==> config.mk <==
export PLATFORM = sky130hd
export DESIGN_NAME = lcg_arbiter
export DESIGN_NICKNAME = d
export VERILOG_FILES = /design/src/rtl/lcg_pkg.sv /design/src/rtl/lcg_step.sv /design/src/rtl/lcg_arbiter.sv
export SDC_FILE = /design/constraint.sdc
export NUM_CORES = 1
export LEC_CHECK = 0
export CAP_MARGIN = 20
export CORE_MARGIN = 4
export CORE_UTILIZATION = 50
export CTS_BUF_LIST = sky130_fd_sc_hd__clkbuf_8 sky130_fd_sc_hd__clkbuf_16
export CTS_CLUSTER_DIAMETER = 30
export DETAILED_ROUTE_END_ITERATION = 6
export PLACE_DENSITY = 0.77
export SYNTH_ARGS = -nofsm -noshare
export SYNTH_HDL_FRONTEND = slang
export SYNTH_SLANG_ARGS = --single-unit
==> constraint.sdc <==
create_clock -name i_clk -period 8.3 [get_ports i_clk]
set_input_delay 1.66 -clock i_clk [delete_from_list [all_inputs] [get_ports i_clk]]
set_output_delay 1.66 -clock i_clk [all_outputs]
set_load 0.02 [all_outputs]
==> src/rtl/lcg_pkg.sv <==
// Shared constants, state type and seeding helper for the reel-digit LCG block.
package lcg_pkg;

  localparam logic [63:0] LCG_MUL  = 64'd1103515245;
  localparam logic [63:0] LCG_INC  = 64'd12345;
  localparam logic [30:0] LCG_MASK = 31'h7FFF_FFFF;
  localparam int unsigned DIG_HI   = 32'd20;
  localparam int unsigned DIG_LO   = 32'd16;

  typedef logic [30:0] lcg_state_t;

  // Seed of channel idx: base + step*idx, reduced to the 31-bit state space.
  function automatic lcg_state_t chan_seed(input logic [31:0] base,
                                           input int unsigned step,
                                           input int unsigned idx);
    return lcg_state_t'(base + (step * idx)) & LCG_MASK;
  endfunction

endpackage

==> src/rtl/lcg_step.sv <==
// One combinational LCG step: next = (x*LCG_MUL + LCG_INC) mod 2^31, plus the
// decimal digit shown on the reel.
module lcg_step
  import lcg_pkg::*;
(
  input  lcg_state_t state_i,
  output lcg_state_t next_o,
  output logic [4:0] digit_o
);

  assign next_o  = lcg_state_t'(({33'd0, state_i} * LCG_MUL + LCG_INC) & {33'd0, LCG_MASK});
  assign digit_o = 5'(next_o[DIG_HI:DIG_LO] % 5'd10);

endmodule

==> src/rtl/lcg_arbiter.sv <==
// Per-digit LCG states sharing one step datapath: round-robin arbiter feeding a
// 2-stage pipeline (stage 1 = operand fetch, stage 2 = step + write-back).
module lcg_arbiter
  import lcg_pkg::*;
#(
  parameter int unsigned N_REQ      = 4,
  parameter int unsigned SEED_STEP  = 7,
  parameter logic [31:0] RESET_SEED = 32'd0
) (
  input  logic                     i_clk,
  input  logic                     i_rst_n,
  input  logic                     i_seed_load,
  input  logic [31:0]              i_seed,
  input  logic [N_REQ-1:0]         i_active,
  input  logic [N_REQ-1:0]         i_req,
  output logic [N_REQ-1:0]         o_gnt,
  output logic                     o_valid,
  output logic [$clog2(N_REQ)-1:0] o_id,
  output lcg_state_t               o_value,
  output logic [4:0]               o_digit
);

  localparam int unsigned IDW = $clog2(N_REQ);
  typedef logic [IDW-1:0] id_t;

  function automatic id_t rr_idx(input id_t base, input int unsigned k);
    return id_t'((32'(base) + k) % N_REQ);
  endfunction

  lcg_state_t       state_q [N_REQ];
  logic [N_REQ-1:0] pending_q, pending_d;
  logic [N_REQ-1:0] inflight_s, elig_s, gnt_s;
  logic [N_REQ-1:0] o_gnt_q;
  id_t              ptr_q, ptr_d, win_id_s, s1_id_q, o_id_q;
  logic             win_s, grant_s, s1_valid_q, o_valid_q;
  lcg_state_t       s1_state_q, o_value_q, next_s;
  logic [4:0]       digit_s, o_digit_q;

  // Arbitration: a channel sitting in stage 1 is skipped so it never fetches stale state.
  always_comb begin
    inflight_s = s1_valid_q ? (N_REQ'(1) << s1_id_q) : '0;
    elig_s     = pending_q & i_active & ~inflight_s;
    win_s      = 1'b0;
    win_id_s   = '0;
    for (int unsigned k = 0; k < N_REQ; k++) begin
      id_t  cand;
      logic take;
      cand     = rr_idx(ptr_q, k);
      take     = !win_s && elig_s[cand];
      win_id_s = take ? cand : win_id_s;
      win_s    = win_s | take;
    end
    grant_s = win_s & ~i_seed_load;
    if (grant_s) begin
      gnt_s = N_REQ'(1) << win_id_s;
      ptr_d = rr_idx(win_id_s, 32'd1);
    end else begin
      gnt_s = '0;
      ptr_d = ptr_q;
    end
    if (i_seed_load) begin
      pending_d = '0;
    end else begin
      pending_d = ((pending_q & ~gnt_s) | (i_req & i_active)) & i_active;
    end
  end

  // Pending bits, pointer and both pipeline stages.
  always_ff @(posedge i_clk or negedge i_rst_n) begin
    if (!i_rst_n) begin
      pending_q  <= '0;
      ptr_q      <= '0;
      o_gnt_q    <= '0;
      s1_valid_q <= 1'b0;
      s1_id_q    <= '0;
      s1_state_q <= '0;
      o_valid_q  <= 1'b0;
      o_id_q     <= '0;
      o_value_q  <= '0;
      o_digit_q  <= '0;
    end else begin
      pending_q  <= pending_d;
      ptr_q      <= ptr_d;
      o_gnt_q    <= gnt_s;
      s1_valid_q <= grant_s;
      s1_id_q    <= win_id_s;
      s1_state_q <= state_q[win_id_s];
      o_valid_q  <= s1_valid_q & ~i_seed_load;
      if (s1_valid_q && !i_seed_load) begin
        o_id_q    <= s1_id_q;
        o_value_q <= next_s;
        o_digit_q <= digit_s;
      end else begin
        o_id_q    <= o_id_q;
        o_value_q <= o_value_q;
        o_digit_q <= o_digit_q;
      end
    end
  end

  // State array: reseed wins over the stage-2 write-back.
  always_ff @(posedge i_clk or negedge i_rst_n) begin
    if (!i_rst_n) begin
      for (int unsigned i = 0; i < N_REQ; i++) begin
        state_q[i] <= chan_seed(RESET_SEED, SEED_STEP, i);
      end
    end else if (i_seed_load) begin
      for (int unsigned i = 0; i < N_REQ; i++) begin
        state_q[i] <= chan_seed(i_seed, SEED_STEP, i);
      end
    end else if (s1_valid_q) begin
      state_q[s1_id_q] <= next_s;
    end else begin
      state_q <= state_q;
    end
  end

  lcg_step u_step (
    .state_i (s1_state_q),
    .next_o  (next_s),
    .digit_o (digit_s)
  );

  assign o_gnt   = o_gnt_q;
  assign o_valid = o_valid_q;
  assign o_id    = o_id_q;
  assign o_value = o_value_q;
  assign o_digit = o_digit_q;

endmodule
==> reports/qor.json, run 1 <==
{
  "global_route.overflow_total": {"value": 0},
  "insertion_delay": {"value": 520, "unit": "ps"},
  "critical-path-slowest-cell": {"value": "sky130_fd_sc_hd__ha_1"},
  "fin_setup_tns": {"value": 0, "unit": "ps"},
  "async_reset_ff_frac": {"value": 1.00},
  "end_kind": {"value": "flop"},
  "htree_levels": {"value": 2},
  "cts_tree": {"value": "yes"},
  "run_status": {"value": "completed"},
  "fillerInstances": {"value": 3339},
  "min_period_over_period": {"value": 0.909},
  "hold_viol": {"value": 0},
  "initial_antenna_violation_count": {"value": 1},
  "rsz0062_at_grt": {"value": "no"},
  "floorplan.initialDensity": {"value": 0.506},
  "worst-endpoint-arrival": {"value": 7890, "unit": "ps"},
  "numCtsBuffers": {"value": 34},
  "synth_flop_cell": {"value": "sky130_fd_sc_hd__dfrtp_1"},
  "syn_inst": {"value": 2188},
  "drt-pass1-iter-count": {"value": 6},
  "floorplan.core_area": {"value": 38600, "unit": "µm²"},
  "synth_fp_nets": {"value": 2614},
  "period_minus_ws_final": {"value": 7540, "unit": "ps"},
  "die_height": {"value": 206, "unit": "µm"},
  "grt_start_max_net_pins": {"value": 105},
  "slew-limit-headroom": {"value": 0.277},
  "worstSetupPathType": {"value": "reg2reg"},
  "critical_path.cell_chain": {"value": "ha_1 > fa_1 > fa_1 > inv_1 > fa_1 > inv_1 > ha_1 > inv_1 > fa_1 > inv_1 > fa_1 > inv_1 > fa_1 > inv_1 > ha_1 > o21ai_0 > a22oi_1 > o21bai_1 > o211ai_4 > o31ai_4 > a31oi_4 > a21oi_1 > xor2_1 > o221ai_1"},
  "synth-edff-count": {"value": 0},
  "postCtsSetupBuffers": {"value": 0},
  "clock_sinks": {"value": 206},
  "grt_pass1_wl": {"value": 87400, "unit": "µm"},
  "final_common_cell": {"value": "sky130_fd_sc_hd__inv_1"},
  "holdBufCountCts": {"value": 0},
  "post_cts.resized_instances": {"value": 0},
  "die_area": {"value": 42400, "unit": "µm²"},
  "flop_and_latch_count_out_of_synthesis": {"value": 206},
  "routed_via_density": {"value": 5.63},
  "floorplan.die.width": {"value": 206, "unit": "µm"},
  "flow.area_growth_from_synthesis": {"value": 12.4, "unit": "%"},
  "cpPeakStageDelay": {"value": 530, "unit": "ps"},
  "worstPathMaxFanout": {"value": 8},
  "port-buffer-count": {"value": 84},
  "setup_viol": {"value": 0},
  "final_net_count": {"value": 2646},
  "worst_setup_path_start_kind": {"value": "flop"},
  "most_frequent_cells_in_the_layout": {"value": "sky130_fd_sc_hd__inv_1, sky130_fd_sc_hd__nand2_1, sky130_fd_sc_hd__ha_1"},
  "place.detailed.hpwl": {"value": 40500, "unit": "µm"},
  "synth_top_area_frac": {"value": 0.252},
  "synth_sequential_area_ratio": {"value": 0.264},
  "gp_congestion": {"value": 0.939},
  "pin_count": {"value": 86},
  "cap_violations": {"value": 0},
  "postRouteAntennaNets": {"value": 0},
  "clkSlewWorstSetupHoldPaths": {"value": 50, "unit": "ps"},
  "root_buffer": {"value": "sky130_fd_sc_hd__clkbuf_16"},
  "worst_ep_required_time": {"value": 8650, "unit": "ps"},
  "timing.hold.worst.class": {"value": "reg2reg"},
  "drc": {"value": 0},
  "vias_in_the_first_global_route": {"value": 16400},
  "placement_rows": {"value": 72},
  "slew_violations": {"value": 0},
  "warning_count_from_the_yosys_run": {"value": 0},
  "mappedNetlistArea": {"value": 19600, "unit": "µm²"},
  "timing_worst_slew_pin_value": {"value": 1080, "unit": "ps"},
  "detailedRoute.firstIterationViolations": {"value": 1311},
  "vias": {"value": 15600},
  "timing.fmax": {"value": 0.133, "unit": "GHz"},
  "yosys.cell_types.count": {"value": 66},
  "routedWlPerCell": {"value": 19.6, "unit": "µm"},
  "drive_gt1_frac": {"value": 0.0534},
  "cts-root-to-sink-buffers": {"value": 3},
  "most_area_consuming_cells_after_synthesis": {"value": "sky130_fd_sc_hd__dfrtp_1, sky130_fd_sc_hd__fa_1, sky130_fd_sc_hd__ha_1"},
  "track_usage": {"value": 0.261},
  "routed_wirelength": {"value": 54200, "unit": "µm"},
  "syn_area_per_cell": {"value": 8.94, "unit": "µm²"},
  "post-synth-top-area-cell": {"value": "sky130_fd_sc_hd__dfrtp_1"},
  "finClkSkew": {"value": 21.6, "unit": "ps"}
}
[cells by family (layout without fill, tap and decap cells)]
kind of cell,Yosys count,count (layout),synth area share
simple gates,582,582,0.130
buf+inv,486,544,0.0935
fa+ha+maj,383,383,0.314
compound gates,352,352,0.115
flops,206,206,0.264
xor+xnor,139,139,0.0622
mux,40,40,0.0208
other cells,0,1,0
[worst max-delay path, delay by kind of cell, from the launching register on]
family / cells / cell delay [ps]
buffers and inverters: 6 / 320
adders and majority gates: 9 / 4200
AOI/OAI and AO/OA: 8 / 1830
DFF: 1 / 520
xor gates and xnor gates: 1 / 480
[worst paths after layout]
kind	from	depth (start not counted)	to	slack, ps
min in group asynchronous	i_rst_n	1	o_value[22]	1150
max in group asynchronous	i_rst_n	2	s1_state_q[27]	5830
hold / removal	o_value[2]	2	o_value[2]	480
setup reg to reg	s1_state_q[8]	24	state_q[121]	760
setup / recovery	s1_state_q[8]	24	state_q[121]	760
hold reg to reg	o_value[2]	2	o_value[2]	480
[synthesized netlist by cell type (8+ instances only)]
| library cell | count |
|---|---|
| sky130_fd_sc_hd__nand2_1 | 313 |
| sky130_fd_sc_hd__inv_1 | 377 |
| sky130_fd_sc_hd__xnor2_1 | 83 |
| sky130_fd_sc_hd__ha_1 | 204 |
| sky130_fd_sc_hd__a21boi_0 | 8 |
| sky130_fd_sc_hd__and3_1 | 56 |
| sky130_fd_sc_hd__a211oi_1 | 31 |
| sky130_fd_sc_hd__dfstp_2 | 9 |
| sky130_fd_sc_hd__buf_1 | 15 |
| sky130_fd_sc_hd__fa_1 | 179 |
| sky130_fd_sc_hd__a31oi_1 | 36 |
| sky130_fd_sc_hd__dfrtp_1 | 197 |
| sky130_fd_sc_hd__mux2i_1 | 34 |
| sky130_fd_sc_hd__clkbuf_1 | 91 |
| sky130_fd_sc_hd__o21ai_0 | 94 |
| sky130_fd_sc_hd__nor3_1 | 17 |
| sky130_fd_sc_hd__nor2_1 | 105 |
| sky130_fd_sc_hd__a22oi_1 | 12 |
| sky130_fd_sc_hd__xor2_1 | 56 |
| sky130_fd_sc_hd__nand4_1 | 19 |
| sky130_fd_sc_hd__nand3_1 | 31 |
| sky130_fd_sc_hd__a21oi_1 | 99 |
| sky130_fd_sc_hd__o21a_1 | 8 |
[layer usage]
metal	GRT usage	wire length (µm)
met2	0.436	26000
met1	0.353	22800
met5	0	0
met4	0.0851	1520
met3	0.0374	3870
[sequential cells by signal (all words and copies together) (netlist names)]
| register | count |
|---|---|
| state_q | 124 |
| o_value | 31 |
| s1_state_q | 31 |
| o_digit | 4 |
| o_gnt | 4 |
| pending_q | 4 |
| o_id | 2 |
| ptr_q | 2 |
| s1_id_q | 2 |
| o_valid | 1 |
| s1_valid_q | 1 |
[layout make-up]
cell class | count | area, µm² | area share
clock buffer | 39 | 920 | 0.0418
tap | 518 | 648 | 0.0295
clock inverter | 23 | 256 | 0.0117
inverter | 378 | 1420 | 0.0645
antenna | 1 | 2.50 | 0.000114
timing repair buffer | 104 | 996 | 0.0453
multi-input combinational | 1496 | 12600 | 0.572
sequential | 206 | 5170 | 0.235
[metrics by stage]
stage                     area, µm²  cells  utilization  hold WS (ps)  worst slack, ps
after floorplan               19600   2188            -           459             1600
after global placement        20800   2701        0.538           461              871
after detailed placement      20800   2701        0.538           471              766
after CTS                     22000   2763        0.569           485              743
after global routing          22000   2764        0.569           515              353
final                         22000   2765        0.569           478              757
Power of run 1 is not shown: default switching activity piles up to over one toggle a cycle in this logic, so the estimate is an artifact.
==> run 2: changes to the inputs <==
==> constraint.sdc (replaced) <==
create_clock -name i_clk -period 8.3 [get_ports i_clk]
set_input_delay 1.245 -clock i_clk [delete_from_list [all_inputs] [get_ports i_clk]]
set_output_delay 1.245 -clock i_clk [all_outputs]
set_load 0.02 [all_outputs]
==> run 2 against run 1 <==
Via count stayed put. Worst setup slack got worse by 100 ps. Non-clock buffer count is 2 higher. Critical path depth unchanged. Design area up 0.14%. Fmax fell by 1.3%. Clock skew is 1.7 ps lower. Flip-flop and latch count unchanged. Critical path type unchanged. Highest routed layer unchanged.
==> reports/qor.json, run 2 (synthesis results as in run 1) <==
{
  "place_worst_setup_slack": {"value": 722, "unit": "ps"},
  "drt-met1-wl": {"value": 22600, "unit": "µm"},
  "worst_r2r_path_depth": {"value": 24},
  "worst_ep_required_time": {"value": 8640, "unit": "ps"},
  "vias": {"value": 15600},
  "cts_tree": {"value": "yes"},
  "gp_congestion": {"value": 0.947},
  "placement_rows": {"value": 72},
  "max_flop_register": {"value": "state_q"},
  "post_cts.resized_instances": {"value": 0},
  "die_area": {"value": 42400, "unit": "µm²"},
  "setup_viol": {"value": 0},
  "worstSetupPathType": {"value": "reg2reg"},
  "antenna_cells": {"value": 0},
  "setup.reg_to_reg.worst_slack": {"value": 660, "unit": "ps"},
  "critical_path.cell_chain": {"value": "ha_1 > fa_1 > fa_1 > inv_1 > fa_1 > inv_1 > ha_1 > inv_1 > fa_1 > inv_1 > fa_1 > inv_1 > fa_1 > inv_1 > ha_1 > o21ai_0 > a22oi_1 > o21bai_1 > o211ai_4 > o31ai_4 > a31oi_4 > a21oi_1 > xor2_1 > o221ai_1"},
  "seq_area": {"value": 5170, "unit": "µm²"},
  "cap_violations": {"value": 0},
  "grt_pass1_wl": {"value": 87600, "unit": "µm"},
  "largest_register_ffs": {"value": 124},
  "detailedRoute.firstIterationViolations": {"value": 1336},
  "path_depth": {"value": 24},
  "cp_top_family": {"value": "adder cells"},
  "slew_violations": {"value": 0},
  "drt-pass1-iter-count": {"value": 6},
  "r2r_start": {"value": "s1_state_q[4]"},
  "floorplan.initialDensity": {"value": 0.506},
  "numCtsBuffers": {"value": 36},
  "place.detailed.hpwl": {"value": 40800, "unit": "µm"},
  "cpPeakStageDelay": {"value": 670, "unit": "ps"},
  "critical-path-slowest-cell": {"value": "sky130_fd_sc_hd__dfrtp_1"},
  "initial_antenna_violation_count": {"value": 0},
  "routed_wirelength": {"value": 54700, "unit": "µm"},
  "postRouteAntennaNets": {"value": 0},
  "postLayoutSetupSlackWorst": {"value": 656, "unit": "ps"},
  "routedWlPerCell": {"value": 19.7, "unit": "µm"},
  "clock_sinks": {"value": 206},
  "critical_path_destination": {"value": "state_q[121]"},
  "clkSlewWorstSetupHoldPaths": {"value": 60, "unit": "ps"},
  "final_common_cell": {"value": "sky130_fd_sc_hd__inv_1"},
  "root_buffer": {"value": "sky130_fd_sc_hd__clkbuf_16"},
  "routed_via_density": {"value": 5.62},
  "most_frequent_cells_in_the_layout": {"value": "sky130_fd_sc_hd__inv_1, sky130_fd_sc_hd__nand2_1, sky130_fd_sc_hd__ha_1"},
  "run_status": {"value": "completed"},
  "insertion_delay": {"value": 530, "unit": "ps"},
  "drive_gt1_frac": {"value": 0.0546},
  "highest_layer": {"value": "met4"},
  "end_kind": {"value": "flop"},
  "fin_setup_tns": {"value": 0, "unit": "ps"},
  "holdBufCountCts": {"value": 0},
  "postCtsSetupBuffers": {"value": 0},
  "vias_in_the_first_global_route": {"value": 16100},
  "drc": {"value": 0},
  "wl_met3": {"value": 4360, "unit": "µm"},
  "die_height": {"value": 206, "unit": "µm"},
  "crit_start": {"value": "s1_state_q[4]"},
  "fillerInstances": {"value": 3376},
  "period_minus_ws_final": {"value": 7640, "unit": "ps"},
  "rsz0062_at_grt": {"value": "no"},
  "floorplan.die.width": {"value": 206, "unit": "µm"},
  "dr_wl_met2": {"value": 26100, "unit": "µm"},
  "timing.hold.worst.class": {"value": "reg2reg"},
  "critical_path_buf_inv_count": {"value": 6},
  "flow.area_growth_from_synthesis": {"value": 12.5, "unit": "%"},
  "worstReg2RegEnd": {"value": "state_q[121]"},
  "htree_levels": {"value": 2},
  "pin_count": {"value": 86},
  "global_route.overflow_total": {"value": 0},
  "slew-limit-headroom": {"value": 0.241},
  "floorplan.core_area": {"value": 38600, "unit": "µm²"},
  "grt_start_max_net_pins": {"value": 119},
  "timing_worst_slew_pin_value": {"value": 1130, "unit": "ps"},
  "port-buffer-count": {"value": 84},
  "min_period_over_period": {"value": 0.921},
  "multiInputGateArea": {"value": 12600, "unit": "µm²"},
  "dpl.cell_count": {"value": 2704},
  "final_net_count": {"value": 2650},
  "timing.fmax": {"value": 0.131, "unit": "GHz"},
  "layoutNonFillerInstCount": {"value": 2769},
  "cts-root-to-sink-buffers": {"value": 3},
  "worst-endpoint-arrival": {"value": 7990, "unit": "ps"},
  "track_usage": {"value": 0.264},
  "hold_viol": {"value": 0},
  "finClkSkew": {"value": 19.9, "unit": "ps"},
  "worstPathMaxFanout": {"value": 9},
  "worst_setup_path_start_kind": {"value": "flop"}
}
## run 2: changes by cell type in the layout (fill, tap and decap cells not counted), sizes merged
| cell | delta |
|---|---|
| inv | -5 |
| diode | -1 |
| clkinvlp | +5 |
| clkbuf | +1 |
| buf | +3 |
| clkinv | +1 |
## run 2: worst min path at each step
stage | startpoint | endpoint | cells past startpoint
3_3_place_gp | o_value[20] | o_value[20] | 2
2_1_floorplan | state_q[117] | state_q[117] | 2
3_5_place_dp | o_value[25] | o_value[25] | 2
5_1_grt | o_value[25] | o_value[25] | 2
6_report | o_value[25] | o_value[25] | 2
4_1_cts | o_value[25] | o_value[25] | 2
## run 2: final cells by class
| cell class | instances | area share |
|---|---|---|
| clock buffers | 41 | 0.0446 |
| clock inverters | 24 | 0.00966 |
| inverters | 378 | 0.0644 |
| flip-flops and latches | 206 | 0.235 |
| well taps | 518 | 0.0294 |
| repair buffers | 106 | 0.0459 |
| multi-input cells | 1496 | 0.571 |
## run 2: per-stage QoR
stage | utilization | cell area (µm²) | hold slack, ps
6_report | 0.570 | 22000 | 472
5_1_grt | 0.570 | 22000 | 498
4_1_cts | 0.570 | 22000 | 476
3_5_place_dp | 0.539 | 20800 | 463
3_3_place_gp | 0.539 | 20800 | 462
2_1_floorplan | - | 19600 | 459
## run 2: layer usage
layer	vias to the layer above	global-route usage
met4	0	0.0929
met5	-	0
met3	126	0.0467
met2	694	0.428
li1	7127	-
met1	7609	0.360
## run 2: worst register-to-register path: stages (launching register included)
cell	delay, ps
sky130_fd_sc_hd__dfrtp_1	670
sky130_fd_sc_hd__ha_1	470
sky130_fd_sc_hd__fa_1	490
sky130_fd_sc_hd__fa_1	520
sky130_fd_sc_hd__inv_1	60
sky130_fd_sc_hd__fa_1	530
sky130_fd_sc_hd__inv_1	40
sky130_fd_sc_hd__ha_1	260
sky130_fd_sc_hd__inv_1	40
sky130_fd_sc_hd__fa_1	470
sky130_fd_sc_hd__inv_1	60
sky130_fd_sc_hd__fa_1	530
sky130_fd_sc_hd__inv_1	50
sky130_fd_sc_hd__fa_1	540
sky130_fd_sc_hd__inv_1	50
sky130_fd_sc_hd__ha_1	340
sky130_fd_sc_hd__o21ai_0	330
sky130_fd_sc_hd__a22oi_1	170
sky130_fd_sc_hd__o21bai_1	280
sky130_fd_sc_hd__o211ai_4	180
sky130_fd_sc_hd__o31ai_4	320
sky130_fd_sc_hd__a31oi_4	160
sky130_fd_sc_hd__a21oi_1	210
sky130_fd_sc_hd__xor2_1	480
sky130_fd_sc_hd__o221ai_1	210
Power of run 2 is left out for the same reason.
